--- src/rtl/program_loader.sv ---
// Loads 16-bit words into instruction memory from byte switches and a debounced push button.
// Optional LOADER_CHECKSUM_EN keeps a running 16-bit sum of written words for the display.
module program_loader #(
   parameter int ADDR_WIDTH     = 8,
   parameter int DEBOUNCE_TICKS = 4
) (
   input  logic                  clk_pi,
   input  logic                  reset_pi,
   input  logic                  clk_en_pi,
   input  logic                  load_mode_pi,
   input  logic [7:0]            byte_pi,
   input  logic                  strobe_pi,
   output logic                  wr_en_po,
   output logic [ADDR_WIDTH-1:0] wr_addr_po,
   output logic [15:0]           wr_data_po,
   output logic                  cpu_hold_po,
   output logic                  cpu_reset_po,
   output logic [ADDR_WIDTH:0]   word_count_po,
   output logic [15:0]           display_num_po
);

   localparam int                  CNT_W    = $clog2(DEBOUNCE_TICKS + 1);
   localparam logic [CNT_W-1:0]    DB_LAST  = CNT_W'(DEBOUNCE_TICKS - 1);
   localparam logic [CNT_W-1:0]    DB_ONE   = CNT_W'(1);
   localparam logic [ADDR_WIDTH-1:0] ADDR_MAX = '1;
   localparam logic [ADDR_WIDTH-1:0] ADDR_ONE = ADDR_WIDTH'(1);
   localparam logic [ADDR_WIDTH:0]   WC_ONE   = (ADDR_WIDTH + 1)'(1);

   typedef enum logic [2:0] {
      S_IDLE,
      S_WAIT_HI,
      S_WAIT_LO,
      S_WRITE,
      S_FULL
   } state_t;

   // ---------------- strobe synchronizer and debouncer ----------------
   logic             strobe_meta_q;
   logic             strobe_sync_q;
   logic             db_level_q, db_level_d;
   logic             db_level_prev_q;
   logic [CNT_W-1:0] db_cnt_q, db_cnt_d;
   logic             press;

   always_comb begin
      db_level_d = db_level_q;
      db_cnt_d   = db_cnt_q;
      if (strobe_sync_q == db_level_q) begin
         db_cnt_d = '0;
      end else if (clk_en_pi) begin
         if (db_cnt_q == DB_LAST) begin
            db_level_d = strobe_sync_q;
            db_cnt_d   = '0;
         end else begin
            db_cnt_d = db_cnt_q + DB_ONE;
         end
      end
   end

   always_ff @(posedge clk_pi or posedge reset_pi) begin
      if (reset_pi) begin
         strobe_meta_q   <= 1'b0;
         strobe_sync_q   <= 1'b0;
         db_level_q      <= 1'b0;
         db_level_prev_q <= 1'b0;
         db_cnt_q        <= '0;
      end else begin
         strobe_meta_q   <= strobe_pi;
         strobe_sync_q   <= strobe_meta_q;
         db_level_q      <= db_level_d;
         db_level_prev_q <= db_level_q;
         db_cnt_q        <= db_cnt_d;
      end
   end

   // One-cycle pulse in the cycle after the debounced level rises.
   assign press = db_level_q & ~db_level_prev_q;

   // ---------------- load FSM ----------------
   state_t                state_q, state_d;
   logic [ADDR_WIDTH-1:0] wr_addr_q, wr_addr_d;
   logic [15:0]           wr_data_q, wr_data_d;
   logic [ADDR_WIDTH:0]   word_count_q, word_count_d;
   logic [7:0]            pending_hi_q, pending_hi_d;
   logic                  cpu_reset_q, cpu_reset_d;
`ifdef LOADER_CHECKSUM_EN
   logic [15:0]           checksum_q, checksum_d;
`endif

   always_comb begin
      state_d      = state_q;
      wr_addr_d    = wr_addr_q;
      wr_data_d    = wr_data_q;
      word_count_d = word_count_q;
      pending_hi_d = pending_hi_q;
      cpu_reset_d  = 1'b0;
`ifdef LOADER_CHECKSUM_EN
      checksum_d   = checksum_q;
`endif
      case (state_q)
         S_IDLE: begin
            if (load_mode_pi) begin
               state_d      = S_WAIT_HI;
               wr_addr_d    = '0;
               word_count_d = '0;
`ifdef LOADER_CHECKSUM_EN
               checksum_d   = '0;
`endif
            end
         end
         S_WAIT_HI: begin
            if (!load_mode_pi) begin
               state_d     = S_IDLE;
               cpu_reset_d = 1'b1;
            end else if (press) begin
               pending_hi_d = byte_pi;
               state_d      = S_WAIT_LO;
            end
         end
         S_WAIT_LO: begin
            // Leaving mid-word drops the half-captured word.
            if (!load_mode_pi) begin
               state_d      = S_IDLE;
               cpu_reset_d  = 1'b1;
               pending_hi_d = '0;
            end else if (press) begin
               wr_data_d = {pending_hi_q, byte_pi};
               state_d   = S_WRITE;
            end
         end
         S_WRITE: begin
            word_count_d = word_count_q + WC_ONE;
            if (wr_addr_q != ADDR_MAX) begin
               wr_addr_d = wr_addr_q + ADDR_ONE;
            end
`ifdef LOADER_CHECKSUM_EN
            checksum_d = checksum_q + wr_data_q;
`endif
            if (!load_mode_pi) begin
               state_d     = S_IDLE;
               cpu_reset_d = 1'b1;
            end else if (wr_addr_q == ADDR_MAX) begin
               state_d = S_FULL;
            end else begin
               state_d = S_WAIT_HI;
            end
         end
         S_FULL: begin
            if (!load_mode_pi) begin
               state_d     = S_IDLE;
               cpu_reset_d = 1'b1;
            end
         end
         default: begin
            state_d = S_IDLE;
         end
      endcase
   end

   always_ff @(posedge clk_pi or posedge reset_pi) begin
      if (reset_pi) begin
         state_q      <= S_IDLE;
         wr_addr_q    <= '0;
         wr_data_q    <= '0;
         word_count_q <= '0;
         pending_hi_q <= '0;
         cpu_reset_q  <= 1'b0;
`ifdef LOADER_CHECKSUM_EN
         checksum_q   <= '0;
`endif
      end else begin
         state_q      <= state_d;
         wr_addr_q    <= wr_addr_d;
         wr_data_q    <= wr_data_d;
         word_count_q <= word_count_d;
         pending_hi_q <= pending_hi_d;
         cpu_reset_q  <= cpu_reset_d;
`ifdef LOADER_CHECKSUM_EN
         checksum_q   <= checksum_d;
`endif
      end
   end

   // ---------------- outputs ----------------
   assign wr_en_po      = (state_q == S_WRITE);
   assign cpu_hold_po   = (state_q != S_IDLE);
   assign cpu_reset_po  = cpu_reset_q;
   assign wr_addr_po    = wr_addr_q;
   assign wr_data_po    = wr_data_q;
   assign word_count_po = word_count_q;

`ifdef LOADER_CHECKSUM_EN
   assign display_num_po = checksum_q;
`else
   localparam int AXW = (ADDR_WIDTH > 8) ? ADDR_WIDTH : 8;
   logic [AXW-1:0] addr_ext;
   assign addr_ext = AXW'(wr_addr_q);
   // While waiting for the low byte, show where the word will land and its high byte.
   assign display_num_po = (state_q == S_WAIT_LO) ? {addr_ext[7:0], pending_hi_q} : wr_data_q;
`endif

endmodule

--- config.mk ---
export PLATFORM = sky130hd
export DESIGN_NAME = program_loader
export DESIGN_NICKNAME = d
export VERILOG_FILES = /design/src/rtl/program_loader.sv
export SDC_FILE = /design/constraint.sdc
export NUM_CORES = 1
export LEC_CHECK = 0
export ABC_AREA = 1
export ABC_CLOCK_PERIOD_IN_PS = 1770
export BUFFER_PORTS_ARGS = -buffer_cell sky130_fd_sc_hd__buf_2
export CORE_UTILIZATION = 54
export DETAILED_ROUTE_END_ITERATION = 12
export PLACE_DENSITY = 0.8
export SYNTH_ARGS = -nofsm -noshare
export SYNTH_HDL_FRONTEND = slang
export SYNTH_SLANG_ARGS = --single-unit
--- constraint.sdc ---
create_clock -name clk_pi -period 1.77 [get_ports clk_pi]
set_clock_uncertainty 0.05 [all_clocks]
set_input_delay 0.354 -clock clk_pi [delete_from_list [all_inputs] [get_ports clk_pi]]
set_output_delay 0.354 -clock clk_pi [all_outputs]
set_load 0.02 [all_outputs]
==> reports/results.ini <==
[finish]
diodes=0
layoutNonFillerInstCount=493
nets=441
drive_gt1_frac=0.352
utilization=0.752
areaGrowthSynthToFinish_pct=30.9

[power_and_ir_drop]
ir_drop_mv=0.645
p_sw_mw=1.64
p_sw_frac=0.411
p_leak_nw=1.93
internal-power_mw=2.35
pwr-share-comb=0.432
pwr-share-seq=0.395
powerDensity_nw_per_um2=1100
clock_power_share=0.174

[die]
rows=25
initial_core_util=0.575
dieArea_um2=5420
die_x_um=73.6
io_pins=65
die_h_um=73.6
coreArea_um2=4820

[routing]
ant_nets=0
vias_per_cell=5.42
firstDrtPassIters=5
first_iter_violations=160
drc_errors=0
wl_um=7270
routedWlPerCell_um=14.7
vias=2672

[setup_path]
crit_path_end_kind=output port
critPathKind=register to output port
path_buf_inv=3
setup.worst_path.start_class=register
r2r_start=state_q[2]
path_cells=inv_2 -> nand3_4 -> buf_6 -> o21ai_2 -> buf_4
crit_fanout=6
critPathSlowestCell=dfrtp_1
reg2reg_to=pending_hi_q[1]
crit_arrival_ps=1490
critPathTopFamily=buffers and inverters
regToRegSetupSlack_ps=-20
rr_worst_depth=9
worstPathRequired_ps=1370
max_stage_delay_ps=410
startpoint=state_q[2]

[placed_design]
placement.io_buffers=64
gp_congestion=0.835
dp_hpwl_um=4310
dp.cells=469
pre_cts_slack_ps=78.1

[hold_path]
hold_depth=1
min_path_type=input port to register
hold_start=strobe_pi
hold_end=strobe_meta_q

[sta]
slew_headroom=0.766
fmaxAchievable_mhz=529
worstMarginPinSlew_ps=349
finalCriticalPeriod_ps=1890
setup_slack_ps=-120
finalMaxSlewViolations=0
finalHoldViolCount=0
period_share=1.07
rsz0062_at_grt=true
setup_viol=17

[yosys]
synth.most_common_cell=nand2_1
synth_compound_area_frac=0.113
yosys_warnings=0
syn-cell-area_um2=2770
synth-xor-area-share=0.00633
synthMuxAreaShare=0.00813
synth-main-ff-cell=dfrtp_1
synth.area.top_cells=dfrtp_1, nand2_1, nand3_1, o21ai_0, inv_1
synth_nets=356
synthTopCellsByCount=nand2_1, dfrtp_1, inv_1
synth_edf_count=0
ys_types=32
ys_async_sr_fraction=1.00
avgSynthCellArea_um2=8.14
synth_top_family_by_area=simple AND/OR/NAND/NOR gates
synthAdderAreaFrac=0.0136
synth_area_leader_cell=dfrtp_1
synth_seq_cells=52
seq_area_frac_synth=0.470
yosys.area_share.simple=0.301
synth_top_cell_area_share=0.470
synth_cells=340

[global_route]
antenna_found_initial=0
first_global_vias=2304
grt_pass1_wl_um=10300
grt_start_max_net_pins=47
grt_use_total=0.252
grt_overflow=0

[cts]
numCtsBuffers=5
cts_max_level=2
cts-root-buf=clkbuf_8
clk_path_buf_depth=2
cts_tree=done
clock_latency_ps=300
cts_sinks=52
clkSlewWorstSetupHoldPaths_ps=90

[flow_run]
max_cap_violations=0

[status]
violations=negative setup slack
outcome=finished with violations

==> per-layer routing <==
metal	up-vias	global-route usage	wire, µm
li1	1269	-	-
met4	0	0.0876	210
met5	-	0	0
met2	113	0.424	3660
met3	24	0.0316	358
met1	1266	0.335	3030
==> power groups by stage <==
stage | clock network, mW | logic [mW] | registers (mW)
2_1_floorplan | 0 | 0.903 | 1.64
3_3_place_gp | 0 | 1.33 | 1.57
3_5_place_dp | 0 | 1.36 | 1.58
4_1_cts | 0.704 | 1.47 | 1.56
5_1_grt | 0.760 | 1.87 | 1.61
6_report | 0.695 | 1.73 | 1.58
==> through the flow <==
step	setup TNS (ps)	total power, mW	hold slack (ps)	area (µm²)
final	-1200	4.00	104	3620
after global routing	-2500	4.24	91.0	3620
after CTS	-604	3.74	102	3380
after detailed placement	0	2.94	210	3160
after global placement	0	2.89	208	3160
after floorplan	0	2.55	281	2770
==> placed cells by master, fill, tap and decap left out, types with 2 or more instances in the layout <==
cell,instances
clkbuf_8,6
xor2_1,2
buf_2,50
mux2_2,2
ha_1,3
o21ai_1,2
buf_6,11
o21ai_0,14
nand3_1,32
inv_2,7
a21oi_1,5
nand3_4,2
nand3b_1,8
inv_1,34
buf_12,2
o22ai_1,2
clkbuf_1,2
nand2_4,5
nand2_2,8
nand3_2,2
nand4_1,3
o21ai_4,2
nor2_1,8
o21ai_2,21
nor3_1,3
nand2_1,104
nor2_4,4
dfrtp_1,51
buf_4,21
==> state kept, by name (all words and copies together) (netlist names) <==
register	cells
strobe_sync_q	1
word_count_po	9
wr_data_po	16
pending_hi_q	8
state_q	3
cpu_reset_po	1
db_level_q	1
db_level_prev_q	1
wr_addr_po	8
strobe_meta_q	1
db_cnt_q	3
==> how the worst max path moves through the flow <==
stage | end | depth (start not counted) | slack (ps)
floorplan | display_num_po[0] | 4 | 50
global placement | wr_addr_po[7] | 6 | 140
detailed placement | wr_data_po[11] | 7 | 80
CTS | display_num_po[15] | 6 | -60
global route | display_num_po[1] | 5 | -170
finish | display_num_po[1] | 5 | -120
==> cells by family (layout without fill, tap and decap cells) <==
logic type      count (synthesis)  in the layout
fa+ha+maj                       3              3
xor+xnor                        2              2
flops                          52             52
mux                             2              2
simple gates                  180            182
buf+inv                        52            136
compound gates                 49             49
==> area by class of cell <==
class	count	area [µm²]
Tap cell	67	83.8
Fill cell	357	1190
Multi-Input combinational cell	238	1360
Inverter	41	154
Timing Repair Buffer	87	639
Clock buffer	8	90.1
Sequential cell	52	1300
==> repair_timing <==
item | in CTS | in global routing
pin swaps | 1 | 3
hold buffers | 1 | 0
setup endpoints to repair | 17 | 19
setup buffers | 5 | 5
gates resized for setup | 19 | 55
endpoints found under the hold margin | 6 | 0
cloned | 3 | 2
Note: power is estimated with default switching activity, not from simulation.
